## config.mk

```make
export PLATFORM = sky130hd
export DESIGN_NAME = signature_verify_engine
export DESIGN_NICKNAME = d
export VERILOG_FILES = /design/src/rtl/signature_verify_engine.sv
export SDC_FILE = /design/constraint.sdc
export NUM_CORES = 2
export LEC_CHECK = 0
export CAP_MARGIN = 15
export CORE_AREA = 2 2 378 380
export DETAILED_ROUTE_END_ITERATION = 10
export DIE_AREA = 0 0 380 382
export HOLD_SLACK_MARGIN = 0.06
export PLACE_DENSITY_LB_ADDON = 0.1
export SKIP_LAST_GASP = 1
export SLEW_MARGIN = 15
export SYNTH_ARGS = -nofsm -noshare
export SYNTH_HDL_FRONTEND = slang
export SYNTH_SLANG_ARGS = --single-unit
```

## constraint.sdc

```tcl
create_clock -name clk -period 25.4 [get_ports clk]
set_input_delay 5.08 -clock clk [delete_from_list [all_inputs] [get_ports clk]]
set_output_delay 5.08 -clock clk [all_outputs]
set_load 0.03 [all_outputs]
```

## src/rtl/signature_verify_engine.sv

```systemverilog
// Constant-time signature check: expected tag = hash ^ key[id], compared WORD_W bits per cycle.
// Optional consecutive-failure lockout is compiled in with `define SIG_VERIFY_LOCKOUT_EN.
module signature_verify_engine #(
    parameter int unsigned  SIG_W      = 256,
    parameter int unsigned  WORD_W     = 32,
    parameter int unsigned  NUM_KEYS   = 4,
    parameter int unsigned  FAIL_LIMIT = 3,
    localparam int unsigned KID_W      = $clog2(NUM_KEYS)
) (
    input  logic             clk,
    input  logic             reset,
    input  logic             key_wr_en,
    input  logic [KID_W-1:0] key_wr_id,
    input  logic [SIG_W-1:0] key_wr_data,
    input  logic             req_valid,
    output logic             req_ready,
    input  logic [KID_W-1:0] req_key_id,
    input  logic [SIG_W-1:0] req_hash,
    input  logic [SIG_W-1:0] req_sig,
    output logic             rsp_valid,
    input  logic             rsp_ready,
    output logic             rsp_match,
    output logic             rsp_key_err,
    output logic             busy,
    output logic             locked
);
    localparam int unsigned NWORDS = SIG_W / WORD_W;
    localparam int unsigned CNT_W  = (NWORDS > 1) ? $clog2(NWORDS) : 1;

    typedef enum logic [1:0] {StIdle, StCompare, StResp} state_e;
    state_e state_q, state_d;

    logic [SIG_W-1:0]    key_mem [NUM_KEYS];
    logic [NUM_KEYS-1:0] key_loaded_q;
    logic [SIG_W-1:0]    hash_q, sig_q, key_q;
    logic                loaded_q;
    logic [WORD_W-1:0]   diff_q, diff_next;
    logic [CNT_W-1:0]    word_cnt_q;
    logic                rsp_valid_q, rsp_valid_d;
    logic                rsp_match_q, rsp_match_d;
    logic                rsp_key_err_q, rsp_key_err_d;
    logic                busy_q, busy_d;
    logic                locked_q;
    logic                accept, last_word, rsp_hs;

    assign req_ready   = (state_q == StIdle) && !locked_q;
    assign accept      = req_valid && req_ready;
    assign last_word   = (state_q == StCompare) && (word_cnt_q == CNT_W'(NWORDS - 1));
    assign rsp_hs      = (state_q == StResp) && rsp_ready;
    assign diff_next   = diff_q | (sig_q[WORD_W-1:0] ^ hash_q[WORD_W-1:0] ^ key_q[WORD_W-1:0]);

    assign rsp_valid   = rsp_valid_q;
    assign rsp_match   = rsp_match_q;
    assign rsp_key_err = rsp_key_err_q;
    assign busy        = busy_q;
    assign locked      = locked_q;

    always_ff @(posedge clk) begin
        if (reset) begin
            state_q <= StIdle;
        end else begin
            state_q <= state_d;
        end
    end

    always_comb begin
        state_d = state_q;
        unique case (state_q)
            StIdle:    if (accept)    state_d = StCompare;
            StCompare: if (last_word) state_d = StResp;
            StResp:    if (rsp_hs)    state_d = StIdle;
            default:                  state_d = StIdle;
        endcase
    end

    // Registered outputs are computed from the upcoming state so they change with it.
    always_comb begin
        rsp_valid_d   = (state_d == StResp);
        busy_d        = (state_d != StIdle);
        rsp_match_d   = rsp_match_q;
        rsp_key_err_d = rsp_key_err_q;
        if (state_d != StResp) begin
            rsp_match_d   = 1'b0;
            rsp_key_err_d = 1'b0;
        end else if (state_q == StCompare) begin
            rsp_match_d   = (diff_next == '0) && loaded_q;
            rsp_key_err_d = !loaded_q;
        end
    end

    always_ff @(posedge clk) begin
        if (reset) begin
            key_loaded_q  <= '0;
            loaded_q      <= 1'b0;
            diff_q        <= '0;
            word_cnt_q    <= '0;
            rsp_valid_q   <= 1'b0;
            rsp_match_q   <= 1'b0;
            rsp_key_err_q <= 1'b0;
            busy_q        <= 1'b0;
        end else begin
            if (key_wr_en) begin
                key_loaded_q[key_wr_id] <= 1'b1;
            end
            if (accept) begin
                loaded_q   <= key_loaded_q[req_key_id];
                diff_q     <= '0;
                word_cnt_q <= '0;
            end else if (state_q == StCompare) begin
                diff_q     <= diff_next;
                word_cnt_q <= word_cnt_q + CNT_W'(1);
            end
            rsp_valid_q   <= rsp_valid_d;
            rsp_match_q   <= rsp_match_d;
            rsp_key_err_q <= rsp_key_err_d;
            busy_q        <= busy_d;
        end
    end

    // Key storage and the request snapshot need no reset; the snapshot reads the pre-write key.
    always_ff @(posedge clk) begin
        if (key_wr_en) begin
            key_mem[key_wr_id] <= key_wr_data;
        end
        if (accept) begin
            hash_q <= req_hash;
            sig_q  <= req_sig;
            key_q  <= key_mem[req_key_id];
        end else if (state_q == StCompare) begin
            hash_q <= hash_q >> WORD_W;
            sig_q  <= sig_q >> WORD_W;
            key_q  <= key_q >> WORD_W;
        end
    end

`ifdef SIG_VERIFY_LOCKOUT_EN
    localparam int unsigned FCNT_W = $clog2(FAIL_LIMIT + 1);
    logic [FCNT_W-1:0] fail_cnt_q;

    always_ff @(posedge clk) begin
        if (reset) begin
            fail_cnt_q <= '0;
            locked_q   <= 1'b0;
        end else if (rsp_hs) begin
            if (rsp_match_q) begin
                fail_cnt_q <= '0;
            end else if (fail_cnt_q < FCNT_W'(FAIL_LIMIT)) begin
                fail_cnt_q <= fail_cnt_q + FCNT_W'(1);
            end
            // Lock on the limit-reaching handshake so no request slips in the following cycle.
            if (!rsp_match_q && (fail_cnt_q >= FCNT_W'(FAIL_LIMIT - 1))) begin
                locked_q <= 1'b1;
            end
        end
    end
`else
    logic unused_fail_limit;
    assign unused_fail_limit = (FAIL_LIMIT != 0);
    assign locked_q          = 1'b0;
`endif

endmodule
```

==> impl_metrics.yaml <==
floorplan:
  die_width_um: 380
  coreArea_um2: 141000
  io-pin-count: 783
  die_h_um: 382
  initial_core_util_pct: 50.7
  floorplan.die_area_um2: 145000
  num_rows: 138
cts:
  root_buffer: "sky130_fd_sc_hd__clkbuf_16"
  postCtsHoldBufs: 0
  post_cts_buffers: 0
  cts.htree.levels: 4
  cts.reportedPaths.clkPinSlew_ps: 60
  clock_insertion_delay_worst_skew_ps: 800
  clock_sink_count: 1838
  cts_resized: 0
  cts_buffer_depth: 3
  cts-buffers-inserted: 187
  cts_tree: "built"
finish:
  nets_final: 6189
  share_of_cells_above_drive_strength_1_pct: 9.78
  final_design_area_no_fill_um2: 86600
  flow.area_growth_from_synthesis_pct: 21.2
  nFillCells: 10700
  multi_input_comb_area_um2: 15400
  area_occupied_by_registers_um2: 54700
pwr:
  power.static_leakage_uw: 0.0323
  total_switching_power_uw: 1610
  clockPowerShare_pct: 36.8
  switching_share_pct: 23.1
  share_of_total_power_in_sequential_cells_pct: 53.7
  combinational_fraction_of_design_power_pct: 9.5
  vdd.ir_drop.worst_v: 0.0000658
  power.density_nw_per_um2: 80.7
  power.internal_uw: 5370
placed_design:
  gp_congestion: 0.912
  post-dp-hpwl_um: 125000
  dp_worst_setup_slack_ps: 13890
  detailed_place.area_um2: 80800
  port_buffers: 781
yosys:
  netlist-cell-type-count: 38
  ys_warn_count: 0
  synth_top_family_by_area: "simple AND/OR/NAND/NOR gates"
  yosys.area_share.xor_xnor_pct: 0.874
  synthSimpleGateAreaFrac_pct: 12.0
  synth.net_count: 5413
  synth-adder-area-share_pct: 0.0350
  synth.avg_cell_area_um2: 15.4
  synthesis.instances: 4634
  netlist_area_um2: 71400
  synth.mux.area_fraction_pct: 8.20
  compound_gate_portion_of_the_synthesized_area_pct: 0.379
  ys_async_sr_fraction_pct: 0
  synth_seq_area_share_pct: 76.7
  postSynthRegisterBits: 1838
  number_of_enable_type_register_cells_in_the_synthesized_netlist: 1792
  synth-main-ff-cell: "sky130_fd_sc_hd__edfxtp_1"
worst_hold_path:
  hold_class: "reg2reg"
critical_path:
  ff2ff_path_depth: 9
  worst-endpoint-arrival_ps: 11260
  crit_required_ps: 25790
  critical_path.reg2reg.endpoint: "sig_q[231]"
  critical_register_to_register_path_startpoint: "state_q[0]"
  crit_start: "req_valid"
  worstSetupPathType: "in2reg"
  crit_fanout: 177
  rrSetupSlack_ps: 18130
  worst_setup_path_endpoint: "sig_q[231]"
  setup.worst_path.end_class: "flop"
  critical_path.startpoint_type: "input pin"
route:
  vias: 40400
  detail_route.vias_per_cell: 5.40
  drc: 0
  routed_wl_um: 191000
  drt.antenna.violating_nets: 0
  drt_pass1_iterations: 6
  detail_route.wl_per_cell_um: 25.5
  drt_iter0_drc: 3972
sta:
  period_share_pct: 42.8
  final_hold_viol_count: 0
  achievable-frequency_ghz: 0.0920
  setup_total_negative_slack_ps: 0
  final_max_slew_viol_count: 0
  fin_skew_ps: 29.8
  timing.final.ws_setup_ps: 14530
  rsz0062_at_grt: "no"
  post-route-min-period_ps: 10870
  worst_pin_slew_ps: 1250
  timing.final.setup_violations: 0
  max-slew-margin-rel_pct: 16.9
global_routing:
  grt_pass1_vias: 39500
  grt_first_pass_wirelength_um: 271000
  grt_overflow_total: 0
  grt_antenna_before_repair: 77
  grt_start_max_net_pins: 191
  grt_usage_pct: 25.9
run_status:
  status: "finished, final reports clean"
flow_run:
  max-cap-violations: 0
[state kept, by name (all words and copies together) (netlist names), 2 cells and up]
name and cells:
word_cnt_q 3, key_loaded_q 4, state_q 2, diff_q 32, sig_q 256, hash_q 256, key_q 256, key_mem 1024
[cell type report]
class / count / share of cell area [%]
multi-input cells: 2556 / 17.8
flip-flops and latches: 1838 / 63.2
diodes: 35 / 0.101
clock buffers: 232 / 5.72
well taps: 1890 / 2.73
repair buffers: 826 / 9.58
clock inverters: 111 / 0.822
inverters: 1 / 0.00434
[placed cells by master (no fill, tap or decap), types with 13 or more instances in the layout]
| master | instances |
|---|---|
| sky130_fd_sc_hd__nand2_1 | 2025 |
| sky130_fd_sc_hd__edfxtp_1 | 1792 |
| sky130_fd_sc_hd__clkdlybuf4s50_1 | 778 |
| sky130_fd_sc_hd__mux4_2 | 239 |
| sky130_fd_sc_hd__clkbuf_16 | 192 |
| sky130_fd_sc_hd__and3_1 | 96 |
| sky130_fd_sc_hd__clkinv_1 | 54 |
| sky130_fd_sc_hd__dfxtp_1 | 46 |
| sky130_fd_sc_hd__nor2_1 | 44 |
| sky130_fd_sc_hd__xnor2_1 | 43 |
| sky130_fd_sc_hd__clkbuf_1 | 40 |
| sky130_fd_sc_hd__clkinv_2 | 38 |
| sky130_fd_sc_hd__diode_2 | 35 |
| sky130_fd_sc_hd__buf_4 | 34 |
| sky130_fd_sc_hd__a21oi_1 | 25 |
| sky130_fd_sc_hd__mux4_1 | 18 |
| sky130_fd_sc_hd__nor4_1 | 13 |
[worst max-delay path: stages]
cell and delay [ps]:
sky130_fd_sc_hd__buf_2 80, sky130_fd_sc_hd__buf_4 470, sky130_fd_sc_hd__nand2_8 450, sky130_fd_sc_hd__nand2_4 700, sky130_fd_sc_hd__buf_4 710, sky130_fd_sc_hd__buf_12 570
sky130_fd_sc_hd__buf_4 830, sky130_fd_sc_hd__buf_12 580, sky130_fd_sc_hd__buf_4 930
[per-stage QoR]
| step | total power [uW] | hold slack (ps) | cells | util [%] |
|---|---|---|---|---|
| finish | 6990 | 466 | 7489 | 61.4 |
| global placement | 4470 | 444 | 7111 | 57.4 |
| floorplan | 4260 | 435 | 4634 | - |
| CTS | 7040 | 467 | 7454 | 61.4 |
| global route | 7230 | 486 | 7474 | 61.4 |
| detailed placement | 4480 | 454 | 7111 | 57.4 |
[cell usage after synthesis, types with 4 or more instances]
cell type,n,area [um^2]
sky130_fd_sc_hd__nor4_1,13,81.3
sky130_fd_sc_hd__a21oi_1,25,125
sky130_fd_sc_hd__nand3_1,4,20.0
sky130_fd_sc_hd__nand2_1,2026,7600
sky130_fd_sc_hd__edfxtp_1,1792,53800
sky130_fd_sc_hd__buf_6,24,270
sky130_fd_sc_hd__nor2_1,45,169
sky130_fd_sc_hd__mux4_1,18,473
sky130_fd_sc_hd__o211a_1,11,110
sky130_fd_sc_hd__buf_4,6,45.0
sky130_fd_sc_hd__clkbuf_1,88,330
sky130_fd_sc_hd__dfxtp_1,46,921
sky130_fd_sc_hd__nand4_1,4,25.0
sky130_fd_sc_hd__xnor3_1,11,248
sky130_fd_sc_hd__mux4_2,239,5380
sky130_fd_sc_hd__buf_2,117,586
sky130_fd_sc_hd__and3_1,97,607
sky130_fd_sc_hd__xnor2_1,43,377
[logic make-up after synthesis]
family                     count (synthesis)
DFF                                     1838
other                                      1
buffers and inverters                    240
muxes                                    257
adders and majority gates                  2
AOI/OAI and AO/OA                         41
xor gates and xnor gates                  54
and+or+nand+nor                         2201
[power by group through the flow]
stage               Sequential [uW]  Clock (uW)  Combinational (uW)
floorplan                      3890           0                 370
global placement               3800           0                 665
detailed placement             3810           0                 670
CTS                            3750        2620                 673
global route                   3770        2730                 728
finish                         3750        2570                 665
[metal layers]
layer	share of wire, %	global-route usage, %
met5	0.22	0
met4	3.0	8.47
met3	7.8	6.11
met2	48	40.5
met1	41	36.3
[worst min path at each step]
| stage | startpoint | slack (ps) | cells past startpoint | endpoint |
|---|---|---|---|---|
| 2_1_floorplan | key_loaded_q[2] | 430 | 2 | key_loaded_q[2] |
| 3_3_place_gp | key_loaded_q[1] | 440 | 2 | key_loaded_q[1] |
| 3_5_place_dp | key_loaded_q[3] | 450 | 1 | key_loaded_q[3] |
| 4_1_cts | word_cnt_q[1] | 470 | 2 | word_cnt_q[1] |
| 5_1_grt | diff_q[23] | 490 | 2 | diff_q[23] |
| 6_report | key_loaded_q[3] | 470 | 1 | key_loaded_q[3] |
Note: power is estimated with default switching activity, not from simulation.
